## config.mk

```make
export PLATFORM = sky130hd
export DESIGN_NAME = memory_access_cycle_flat
export DESIGN_NICKNAME = d
export VERILOG_FILES = /design/src/rtl/memory_access_cycle_pkg.sv /design/src/rtl/memory_access_cycle_if.sv /design/src/rtl/memory_access_cycle_load_extender.sv /design/src/rtl/memory_access_cycle.sv /design/src/flat_wrapper.sv
export SDC_FILE = /design/constraint.sdc
export NUM_CORES = 1
export LEC_CHECK = 0
export ABC_CLOCK_PERIOD_IN_PS = 2200
export CAP_MARGIN = 20
export CELL_PAD_IN_SITES_DETAIL_PLACEMENT = 1
export CELL_PAD_IN_SITES_GLOBAL_PLACEMENT = 2
export CORE_ASPECT_RATIO = 1.4
export CORE_MARGIN = 4
export CORE_UTILIZATION = 28
export DETAILED_ROUTE_END_ITERATION = 6
export GPL_ROUTABILITY_DRIVEN = 0
export GPL_TIMING_DRIVEN = 0
export HOLD_SLACK_MARGIN = 0.03
export PLACE_DENSITY_LB_ADDON = 0.1
export SLEW_MARGIN = 40
export SYNTH_ARGS = -nofsm -noshare
export SYNTH_HDL_FRONTEND = slang
export SYNTH_SLANG_ARGS = --single-unit
```

## constraint.sdc

```tcl
create_clock -name clk_i -period 2.2 [get_ports clk_i]
set_clock_uncertainty 0.1 [all_clocks]
set_input_delay 0.55 -clock clk_i [delete_from_list [all_inputs] [get_ports clk_i]]
set_output_delay 0.55 -clock clk_i [all_outputs]
set_load 0.005 [all_outputs]
```

## src/rtl/memory_access_cycle_pkg.sv

```systemverilog
// Shared types and constants for the memory-access pipeline stage.
// funct3 decode helpers keep the load and store paths in agreement on access size.
package memory_access_cycle_pkg;

    localparam int unsigned Xlen = 32;
    localparam int unsigned BeW  = Xlen / 8;

    localparam logic [2:0] F3Lb  = 3'b000;
    localparam logic [2:0] F3Lh  = 3'b001;
    localparam logic [2:0] F3Lw  = 3'b010;
    localparam logic [2:0] F3Lbu = 3'b100;
    localparam logic [2:0] F3Lhu = 3'b101;
    localparam logic [2:0] F3Sb  = 3'b000;
    localparam logic [2:0] F3Sh  = 3'b001;
    localparam logic [2:0] F3Sw  = 3'b010;

    typedef enum logic {StIdle, StAccess} state_e;

    typedef enum logic [1:0] {SzByte, SzHalf, SzWord} size_e;

    typedef struct packed {
        logic [Xlen-1:0] alu;
        logic [Xlen-1:0] sdata;
        logic [Xlen-1:0] pc;
        logic [4:0]      waddr;
        logic [2:0]      funct3;
        logic            jtype;
        logic            reg_write;
        logic            mem_read;
        logic            mem_write;
    } stage_t;

    typedef struct packed {
        logic [Xlen-1:0] alu;
        logic [Xlen-1:0] load;
        logic [Xlen-1:0] pc;
        logic [4:0]      waddr;
        logic            reg_write;
        logic            mem_read;
        logic            jtype;
        logic            misaligned;
        logic            mem_fault;
    } wb_t;

    // Unlisted funct3 codes fall back to a word access.
    function automatic size_e access_size(logic [2:0] f3);
        case (f3)
            F3Lb, F3Lbu: return SzByte;
            F3Lh, F3Lhu: return SzHalf;
            default:     return SzWord;
        endcase
    endfunction

    function automatic size_e store_size(logic [2:0] f3);
        case (f3)
            F3Sb:    return SzByte;
            F3Sh:    return SzHalf;
            F3Sw:    return SzWord;
            default: return access_size(f3);
        endcase
    endfunction

    function automatic logic is_misaligned(logic [2:0] f3, logic [1:0] addr_lo);
        case (access_size(f3))
            SzHalf:  return addr_lo[0];
            SzWord:  return addr_lo != 2'b00;
            default: return 1'b0;
        endcase
    endfunction

endpackage

```

## src/rtl/memory_access_cycle_if.sv

```systemverilog
// Data-memory request/ready bus between the memory-access stage and the data memory.
interface memory_access_cycle_if;
    import memory_access_cycle_pkg::*;

    logic            read;
    logic            write;
    logic [Xlen-1:0] addr;
    logic [Xlen-1:0] wdata;
    logic [BeW-1:0]  be;
    logic [Xlen-1:0] rdata;
    logic            ready;

    modport master (
        output read, write, addr, wdata, be,
        input  rdata, ready
    );

    modport slave (
        input  read, write, addr, wdata, be,
        output rdata, ready
    );

endinterface

```

## src/rtl/memory_access_cycle_load_extender.sv

```systemverilog
// Selects the addressed byte/half of a loaded word and sign- or zero-extends it.
module memory_access_cycle_load_extender
    import memory_access_cycle_pkg::*;
(
    input  logic [Xlen-1:0] rdata_i,
    input  logic [1:0]      addr_i,
    input  logic [2:0]      funct3_i,
    output logic [Xlen-1:0] data_o
);

    logic [7:0]  byte_sel;
    logic [15:0] half_sel;

    always_comb begin
        byte_sel = rdata_i[8*addr_i +: 8];
        half_sel = addr_i[1] ? rdata_i[31:16] : rdata_i[15:0];
        case (funct3_i)
            F3Lb:    data_o = {{24{byte_sel[7]}}, byte_sel};
            F3Lbu:   data_o = {24'h0, byte_sel};
            F3Lh:    data_o = {{16{half_sel[15]}}, half_sel};
            F3Lhu:   data_o = {16'h0, half_sel};
            F3Lw:    data_o = rdata_i;
            default: data_o = rdata_i;
        endcase
    end

endmodule

```

## src/rtl/memory_access_cycle.sv

```systemverilog
// Memory-access pipeline stage: registers EX results, runs data-memory loads/stores with a
// bounded ready wait, and presents registered results to write-back.
module memory_access_cycle
    import memory_access_cycle_pkg::*;
#(
    parameter int unsigned TimeoutCycles = 255
) (
    input  logic                 clk_i,
    input  logic                 rst_ni,
    input  logic [Xlen-1:0]      alu_out_m_i,
    input  logic [Xlen-1:0]      store_data_m_i,
    input  logic [Xlen-1:0]      pc_plus_imm_m_i,
    input  logic [4:0]           write_address_m_i,
    input  logic [5:0]           alu_select_m_i,
    input  logic                 jtype_m_i,
    input  logic                 reg_write_m_i,
    input  logic                 mem_read_m_i,
    input  logic                 mem_write_m_i,
    memory_access_cycle_if.master dmem_io,
    output logic                 stall_m_o,
    output logic [Xlen-1:0]      alu_out_w_o,
    output logic [Xlen-1:0]      load_data_w_o,
    output logic [Xlen-1:0]      pc_plus_imm_w_o,
    output logic [4:0]           write_address_w_o,
    output logic                 reg_write_w_o,
    output logic                 mem_read_w_o,
    output logic                 jtype_w_o,
    output logic                 misaligned_w_o,
    output logic                 mem_fault_w_o
);

    localparam int unsigned     CntW     = ($clog2(TimeoutCycles) > 0) ? $clog2(TimeoutCycles) : 1;
    localparam logic [CntW-1:0] CntLimit = CntW'(TimeoutCycles - 1);

    stage_t          stage_in, stage_q;
    logic            valid_q;
    state_e          state_q, state_d;
    logic [CntW-1:0] cnt_q, cnt_d;
    wb_t             wb_q, wb_d;
    logic [Xlen-1:0] load_ext;
    size_e           st_size;
    logic            unused_sel;
    logic            mem_op_q, misal_q, start_in, in_access, stall, done, timeout, retire;

    assign unused_sel = ^alu_select_m_i[5:3];

    assign stage_in = '{alu:       alu_out_m_i,
                        sdata:     store_data_m_i,
                        pc:        pc_plus_imm_m_i,
                        waddr:     write_address_m_i,
                        funct3:    alu_select_m_i[2:0],
                        jtype:     jtype_m_i,
                        reg_write: reg_write_m_i,
                        mem_read:  mem_read_m_i,
                        mem_write: mem_write_m_i};

    assign start_in  = (mem_read_m_i | mem_write_m_i)
                     & ~is_misaligned(alu_select_m_i[2:0], alu_out_m_i[1:0]);
    assign mem_op_q  = stage_q.mem_read | stage_q.mem_write;
    assign misal_q   = is_misaligned(stage_q.funct3, stage_q.alu[1:0]);
    assign in_access = (state_q == StAccess);
    assign stall     = in_access & ~dmem_io.ready;
    assign done      = in_access & dmem_io.ready;
    assign timeout   = stall & (cnt_q == CntLimit);
    assign stall_m_o = stall;

    // Request is driven only while an access is outstanding; read wins over write.
    always_comb begin
        st_size       = store_size(stage_q.funct3);
        dmem_io.read  = 1'b0;
        dmem_io.write = 1'b0;
        dmem_io.addr  = '0;
        dmem_io.wdata = '0;
        dmem_io.be    = '0;
        if (in_access) begin
            dmem_io.read  = stage_q.mem_read;
            dmem_io.write = stage_q.mem_write & ~stage_q.mem_read;
            dmem_io.addr  = {stage_q.alu[Xlen-1:2], 2'b00};
            case (st_size)
                SzByte: begin
                    dmem_io.be    = 4'b0001 << stage_q.alu[1:0];
                    dmem_io.wdata = {4{stage_q.sdata[7:0]}};
                end
                SzHalf: begin
                    dmem_io.be    = 4'b0011 << {stage_q.alu[1], 1'b0};
                    dmem_io.wdata = {2{stage_q.sdata[15:0]}};
                end
                default: begin
                    dmem_io.be    = 4'b1111;
                    dmem_io.wdata = stage_q.sdata;
                end
            endcase
        end
    end

    always_comb begin
        state_d = state_q;
        cnt_d   = cnt_q;
        unique case (state_q)
            StIdle: begin
                if (start_in) begin
                    state_d = StAccess;
                    cnt_d   = '0;
                end
            end
            StAccess: begin
                if (dmem_io.ready) begin
                    state_d = start_in ? StAccess : StIdle;
                    cnt_d   = '0;
                end else if (timeout) begin
                    state_d = StIdle;
                end else begin
                    cnt_d = cnt_q + CntW'(1);
                end
            end
        endcase
    end

    memory_access_cycle_load_extender u_load_extender (
        .rdata_i  (dmem_io.rdata),
        .addr_i   (stage_q.alu[1:0]),
        .funct3_i (stage_q.funct3),
        .data_o   (load_ext)
    );

    // In IDLE an aligned memory op is never pending, so a valid memory op there is misaligned.
    always_comb begin
        wb_d            = wb_q;
        wb_d.reg_write  = 1'b0;
        wb_d.mem_read   = 1'b0;
        wb_d.misaligned = 1'b0;
        wb_d.mem_fault  = 1'b0;
        retire = done | timeout | (~in_access & valid_q & (~mem_op_q | misal_q));
        if (retire) begin
            wb_d.alu   = stage_q.alu;
            wb_d.pc    = stage_q.pc;
            wb_d.waddr = stage_q.waddr;
            wb_d.jtype = stage_q.jtype;
        end
        if (done) begin
            if (stage_q.mem_read) begin
                wb_d.reg_write = stage_q.reg_write;
                wb_d.mem_read  = 1'b1;
                wb_d.load      = load_ext;
            end
        end else if (timeout) begin
            wb_d.mem_fault = 1'b1;
        end else if (retire) begin
            if (mem_op_q) begin
                wb_d.misaligned = 1'b1;
            end else begin
                wb_d.reg_write = stage_q.reg_write;
            end
        end
    end

    // valid_q drops on abort so the held, aborted op is never retired again.
    always_ff @(posedge clk_i or negedge rst_ni) begin
        if (!rst_ni) begin
            state_q <= StIdle;
            cnt_q   <= '0;
            stage_q <= '0;
            valid_q <= 1'b0;
            wb_q    <= '0;
        end else begin
            state_q <= state_d;
            cnt_q   <= cnt_d;
            wb_q    <= wb_d;
            if (!stall) begin
                stage_q <= stage_in;
                valid_q <= 1'b1;
            end else if (timeout) begin
                valid_q <= 1'b0;
            end
        end
    end

    assign alu_out_w_o       = wb_q.alu;
    assign load_data_w_o     = wb_q.load;
    assign pc_plus_imm_w_o   = wb_q.pc;
    assign write_address_w_o = wb_q.waddr;
    assign reg_write_w_o     = wb_q.reg_write;
    assign mem_read_w_o      = wb_q.mem_read;
    assign jtype_w_o         = wb_q.jtype;
    assign misaligned_w_o    = wb_q.misaligned;
    assign mem_fault_w_o     = wb_q.mem_fault;

endmodule

```

## src/flat_wrapper.sv

```systemverilog
// flat-port wrapper written by rule: the top's interface ports become plain ports
module memory_access_cycle_flat import memory_access_cycle_pkg::*;
#(
    parameter int unsigned TimeoutCycles = 255
)
  (clk_i, rst_ni, alu_out_m_i, store_data_m_i, pc_plus_imm_m_i, write_address_m_i, alu_select_m_i, jtype_m_i, reg_write_m_i, mem_read_m_i, mem_write_m_i, stall_m_o, alu_out_w_o, load_data_w_o, pc_plus_imm_w_o, write_address_w_o, reg_write_w_o, mem_read_w_o, jtype_w_o, misaligned_w_o, mem_fault_w_o, dmem_io_read, dmem_io_write, dmem_io_addr, dmem_io_wdata, dmem_io_be, dmem_io_rdata, dmem_io_ready);
  memory_access_cycle_if dmem_io_i ();
  input  logic clk_i;
  input  logic rst_ni;
  input  logic [Xlen-1:0] alu_out_m_i;
  input  logic [Xlen-1:0] store_data_m_i;
  input  logic [Xlen-1:0] pc_plus_imm_m_i;
  input  logic [4:0] write_address_m_i;
  input  logic [5:0] alu_select_m_i;
  input  logic jtype_m_i;
  input  logic reg_write_m_i;
  input  logic mem_read_m_i;
  input  logic mem_write_m_i;
  output logic stall_m_o;
  output logic [Xlen-1:0] alu_out_w_o;
  output logic [Xlen-1:0] load_data_w_o;
  output logic [Xlen-1:0] pc_plus_imm_w_o;
  output logic [4:0] write_address_w_o;
  output logic reg_write_w_o;
  output logic mem_read_w_o;
  output logic jtype_w_o;
  output logic misaligned_w_o;
  output logic mem_fault_w_o;
  output wire logic [$bits(dmem_io_i.read)-1:0] dmem_io_read;
  output wire logic [$bits(dmem_io_i.write)-1:0] dmem_io_write;
  output wire logic [$bits(dmem_io_i.addr)-1:0] dmem_io_addr;
  output wire logic [$bits(dmem_io_i.wdata)-1:0] dmem_io_wdata;
  output wire logic [$bits(dmem_io_i.be)-1:0] dmem_io_be;
  input wire logic [$bits(dmem_io_i.rdata)-1:0] dmem_io_rdata;
  input wire logic [$bits(dmem_io_i.ready)-1:0] dmem_io_ready;
  assign dmem_io_read = dmem_io_i.read;
  assign dmem_io_write = dmem_io_i.write;
  assign dmem_io_addr = dmem_io_i.addr;
  assign dmem_io_wdata = dmem_io_i.wdata;
  assign dmem_io_be = dmem_io_i.be;
  assign dmem_io_i.rdata = dmem_io_rdata;
  assign dmem_io_i.ready = dmem_io_ready;
  memory_access_cycle #(.TimeoutCycles(TimeoutCycles)) u_core (.clk_i(clk_i), .rst_ni(rst_ni), .alu_out_m_i(alu_out_m_i), .store_data_m_i(store_data_m_i), .pc_plus_imm_m_i(pc_plus_imm_m_i), .write_address_m_i(write_address_m_i), .alu_select_m_i(alu_select_m_i), .jtype_m_i(jtype_m_i), .reg_write_m_i(reg_write_m_i), .mem_read_m_i(mem_read_m_i), .mem_write_m_i(mem_write_m_i), .dmem_io(dmem_io_i), .stall_m_o(stall_m_o), .alu_out_w_o(alu_out_w_o), .load_data_w_o(load_data_w_o), .pc_plus_imm_w_o(pc_plus_imm_w_o), .write_address_w_o(write_address_w_o), .reg_write_w_o(reg_write_w_o), .mem_read_w_o(mem_read_w_o), .jtype_w_o(jtype_w_o), .misaligned_w_o(misaligned_w_o), .mem_fault_w_o(mem_fault_w_o));
endmodule
```

After elaboration in Yosys (flattened, before gate mapping)

Index checks and enable logic that the tools add are counted.

Register bits after elaboration: 224
Input bits: 146
Output and inout bits: 177
Word-level logic and storage cells: 104

Shift operators: 3
$add $sub $neg: 1
Bitwise gates (word level): 17
Reductions and logical operators: 11
Eq/ne operators: 16
Mux-type cells: 35

Operator list:

| cell                | number |
|---|---|
| $pmux 32 s4         | 1 |
| $mux 32             | 2 |
| $pmux 32 s2         | 1 |
| $shiftx 32x6->8     | 1 |
| $mux 8              | 3 |
| $mux 1              | 16 |
| $mux 16             | 1 |
| $pmux 8 s2          | 1 |
| $eq 3x3->1 const B  | 4 |
| $add 8x1->8 const B | 1 |
| $eq 8x8->1 const B  | 1 |
| $pmux 2 s2          | 2 |
| $pmux 4 s2          | 1 |
| $reduce_or 2->1     | 4 |
| $and 1x1->1         | 7 |
| $eq 2x1->1 const B  | 3 |
| $eq 3x1->1 const B  | 2 |
| $logic_not 3->1     | 2 |
| $pmux 1 s2          | 3 |
| $pmux 2 s3          | 1 |
| $not 1->1           | 5 |
| $or 1x1->1          | 5 |
| $eq 2x2->1 const B  | 2 |
| $mux 2              | 2 |
| other kinds (10)    | 12 |

Logic depth before layout (Yosys ltp)

Depth in word-level cells: 11
Depth in mapped cells: 7
Mapped depth without buffers: 7

Modules after synthesis

From an unflattened synthesis, not the netlist that was laid out.

Cell total of the unflattened synthesis: 983
Area, all modules: 10505.1 um^2

Modules (own cells, without submodules):

| module                            | times used | sequential area each (um^2) | cells an instance | area an instance (um^2) |
|---|---|---|---|---|
| memory_access_cycle               | 1          | 5605.4                      | 887               | 9659.3 |
| memory_access_cycle_load_extender | 1          | 0.0                         | 96                | 845.8 |

Least setup slack after synthesis

No wires, ideal clock.

Path kind: register to output
Start: register u_core.stage_q[5] (netlist name)
End: output dmem_io_wdata[24]
Arrival: 1.378 ns
Path slack: 0.172 ns
Stages on the path, launching flop included: 6
Path buffers: 3
Data required time: 1.550 ns
Cell sequence: dfrtp_1 -> clkbuf_1 -> buf_2 -> buf_1 -> a21oi_1 -> nor2_1

Longest elaborated chain between the ends: 7
Elaborated cells on any way between the ends: 13
Those cells by class: 5 x eq/ne; 4 x mux; 4 x reduce/logical

RTL lines:

| item                                                 | line                          | text |
|---|---|---|
| start: declaration                                   | memory_access_cycle.sv:35     | `stage_t stage_in, stage_q;` |
| start signal: assignment                             | memory_access_cycle.sv:170    | `stage_q <= stage_in;` |
| $eq 3x3->1, or another cell as far along             | memory_access_cycle_pkg.sv:47 | `case (f3)` |
| $reduce_or 2->1                                      | memory_access_cycle_pkg.sv:47 |  |
| $pmux 2 s2                                           | memory_access_cycle_pkg.sv:47 |  |
| $pmux 2 s3 *                                         | memory_access_cycle_pkg.sv:55 | `case (f3)` |
| $eq 2x1->1 / $logic_not 2->1 (equally long branches) | memory_access_cycle.sv:79     | `case (st_size)` |
| $pmux 32 s2 *                                        | memory_access_cycle.sv:79     |  |
| $mux 32 *                                            | memory_access_cycle.sv:75     | `if (in_access) begin` |
| end: declaration                                     | flat_wrapper.sv:32            | `output wire logic [$bits(dmem_io_i.wdata)-1:0] dmem_io_wdata;` |

Mark *: on every way between the ends. The rest lies on a longest branch, timed or not.

Worst setup path after layout

Start: register u_core.stage_q[4] (netlist name)
End: output dmem_io_wdata[31]

The elaborated chain is that of the path after synthesis.

==> results by group <==
Synth
  – Synth Instances: just over 1000
  – Synthesized flop and latch total: 224
  – Post-synth EDFFs: 0
  – Main synth FF type: dfrtp_1
  – Post-synth cell types: 53
  – Synth async-reset ratio: 100.0%
  – Synth top area share: between 50% and 60%
  – Synth warn: 0
  – Avg Inst Size Synth: between 9 and 10 µm²
  – Dominant cell type by area after synthesis: dfrtp_1
  – Ranking of synthesized cells by area: dfrtp_1 56%, nand2_1 14%, mux2_4 6.0%
  – Cell Area, Synth: a little over 10000 µm²
  – Sequential fraction of the synthesis area: a little under three fifths

Timing
  – Fin Setup TNS: -16010 ps
  – Final setup fails: approximately 120
  – Final hold violation count: 0
  – Fin worst setup slack: -392.6 ps
  – Unrepaired setup endpoints after global routing: true
  – Max transition margin: a little under three fifths
  – Crit path time final: around 2600 ps
  – Ratio of final minimum period to clock period: 117.8%
  – Tightest Pin Transition: around 670 ps
  – Slew Limit Fails: 0
  – FMAX: 385.7 MHz

Finish
  – Design area: 16540 µm²
  – Area Growth Syn to Fin: 64.12%
  – Fill cells: 3955
  – Layout cells sized above 1: between 20 and 30%
  – Post-layout net count: between 1500 and 2000

Critical path
  – Worst setup SP type: flip-flop
  – Crit Path Max Fanout: 5
  – Critical path type: reg2out
  – CP arrival: 1940 ps
  – R2r startpoint: u_core.stage_q[4]
  – Worst Reg-to-Reg Cells: 10
  – Worst r2r dst: u_core.pc_plus_imm_w_o[20]
  – Critical Path RT: about 1600 ps
  – CP Capture Type: output pin
  – Crit path from: u_core.stage_q[4]
  – Minimum setup slack among reg-to-reg paths: -130 ps

Die
  – Die Wd: 168.4 µm
  – Top-level I/O count: around 320
  – Die Area: ~39000 µm²
  – Die Y: 232.5 µm
  – Row cnt: just over 80
  – Starting Density: around 28%
  – Core area: roughly 36000 µm²

Clock network
  – Clock root cell: clkbuf_16
  – CTS tree: done
  – CTS buffer count: 26
  – Worst-path clk slew: roughly 60 ps
  – Clock insertion delay at the later pin of the skew report: around 530 ps
  – H-tree depth: 1
  – CTS Buffer Depth: 3
  – Clk sinks: 224

GRT
  – Largest net degree at the start of global routing: between 60 and 70
  – Vias in the first global route: 9904
  – Global-route wire length before repair: 60.91 mm
  – Initial antenna violation count: 5
  – Gr usage total: between 20% and 30%
  – Grt total ovfl: 0

Drt
  – Post-route ant nets: 0
  – # DRC: 0
  – Final WL: about 40 mm
  – Vias per cell: 4.599
  – Routed vias: approximately 8900
  – First-pass DRT Iterations: 4
  – DRT iter0 DRCs: 335
  – Wire per inst: around 20 µm

Run
  – Max_cap viols: 0

Pwr
  – Leakage: roughly 0.0079 µW
  – Worst vdd ir: 0.5391 mV
  – Power Density: around 940 nW/µm²

Min path
  – Worst Hold End: u_core.stage_q[10]
  – Min-delay src: u_core.stage_q[10]
  – HP Class: reg2reg
  – Hold depth: 2

Run status
  – Status: finished, violations left
  – Failing checks: negative setup slack

Placement
  – Dpl cell area: about 14000 µm²
  – HPWL after DPL: roughly 27 mm
  – Number of I/O port buffers: between 300 and 400
## Yosys cell counts (2+ instances only)
library cell    n
nand2_1       380
dfrtp_1       224
nor2_1         52
a21oi_1        49
clkbuf_1       42
and2_1         40
mux2_4         40
mux2_2         37
o21ai_0        30
mux2i_1        17
and3b_1         8
or3_1           8
a211o_1         7
a22oi_1         7
buf_2           7
buf_6           7
inv_1           7
a31oi_1         5
buf_1           5
nand2b_1        5
nand3_1         4
buf_4           3
o31ai_1         3
a21oi_2         2
and3_1          2
ha_1            2
mux4_2          2
nor3b_1         2
nor4_1          2
o211ai_1        2
o21a_1          2
o41ai_1         2
## what timing repair did
| action | in CTS | in global routing |
|---|---|---|
| buffers inserted | 64 | 10 |
| cloned | 15 | 1 |
| hold endpoints to repair | 47 | 0 |
| pin swaps | 24 | 26 |
| hold buffers | 1 | 0 |
| endpoints found under the setup margin | 230 | 254 |
| resized for setup | 519 | 83 |
## cell usage in the layout, fill, tap and decap left out, types with 8 or more instances in the layout
| cell type | n |
|---|---|
| buf_12 | 21 |
| a21oi_2 | 9 |
| nand2_1 | 375 |
| buf_8 | 14 |
| clkbuf_8 | 12 |
| clkbuf_1 | 16 |
| buf_2 | 37 |
| a21oi_1 | 39 |
| buf_16 | 13 |
| clkbuf_2 | 12 |
| and2_4 | 36 |
| buf_6 | 54 |
| nor2_1 | 43 |
| mux2i_1 | 14 |
| mux2_2 | 12 |
| o21ai_0 | 29 |
| clkbuf_16 | 35 |
| dfrtp_1 | 222 |
| mux2_4 | 65 |
| buf_4 | 36 |
| and3b_1 | 8 |
| clkdlybuf4s50_1 | 246 |
## stage by stage
step           total power, µW  setup WS (ps)  util (%)  std cells  hold WS [ps]
5_1_grt                  16360         -475.5     46.33       1935         382.8
3_5_place_dp             10030          -1150     39.00       1809         353.7
3_3_place_gp              9961         -10020     38.75       1806         344.3
6_report                 15490         -392.6     46.34       1936         366.5
4_1_cts                  15630         -430.5     45.82       1934         346.9
2_1_floorplan             7301          172.3         -       1027         154.4
## power breakdown
| group | switching [µW] | internal [µW] |
|---|---|---|
| combinational | 2110 | 3420 |
| sequential | 600 | 4990 |
| clock | 1790 | 2580 |
## cells by family (layout without fill, tap and decap cells)
family                   Yosys count  in the layout  synth area share (%)
AO/OA/AOI/OAI                    118            118                 7.062
adder cells (fa/ha/maj)            2              2                0.2482
buffers and inverters             74            518                 3.488
flip-flops                       224            224                 55.60
multiplexers                      96             96                 12.23
other                              1              5               0.03720
AND/OR/NAND/NOR                  511            511                 21.34
## sequential cells by signal, indices dropped and copies added, names as in the netlist
signal                    count
u_core.load_data_w_o         32
u_core.jtype_w_o              1
u_core.stage_q              108
u_core.mem_read_w_o           1
u_core.mem_fault_w_o          1
u_core.in_access              1
u_core.misaligned_w_o         1
u_core.pc_plus_imm_w_o       32
u_core.alu_out_w_o           32
u_core.valid_q                1
u_core.write_address_w_o      5
u_core.reg_write_w_o          1
u_core.cnt_q                  8
## worst max-delay path, stage by stage (launching register included)
cell and delay (ps):
dfrtp_1 410, buf_6 160, buf_12 130, buf_4 130, mux2i_1 140, nor2_1 50, a21oi_1 160, nor2_1 90
buf_2 140
## layer usage
| layer | up-vias | global-route usage [%] | wire length, µm |
|---|---|---|---|
| met1 | 4367 | 23.52 | 15470 |
| met2 | 265 | 35.85 | 20500 |
| met4 | 4 | 6.750 | 1277 |
| met5 | - | 0 | 27 |
| li1 | 4208 | - | - |
| met3 | 60 | 4.725 | 2519 |
## worst max path at each step
stage                                    end  slack (ps)  cells after the start
final                      dmem_io_wdata[31]        -390                      8
after global routing       dmem_io_wdata[29]        -480                      8
after CTS                  dmem_io_wdata[30]        -430                      8
after detailed placement           stall_m_o       -1150                      6
after global placement    u_core.stage_q[32]      -10020                      1
after floorplan            dmem_io_wdata[24]         170                      5
## cell type report
class | instances | area [µm²] | area share, %
antenna | 3 | 7.507 | 0.04538
sequential | 224 | 5608 | 33.90
clock inverter | 5 | 25.02 | 0.1513
inverter | 9 | 56.30 | 0.3403
buffer | 58 | 639.4 | 3.864
multi-input combinational | 729 | 4502 | 27.21
timing repair buffer | 403 | 4293 | 25.95
clock buffer | 43 | 835.8 | 5.052
tap | 462 | 578.1 | 3.494
(Power assumes the default switching activity.)
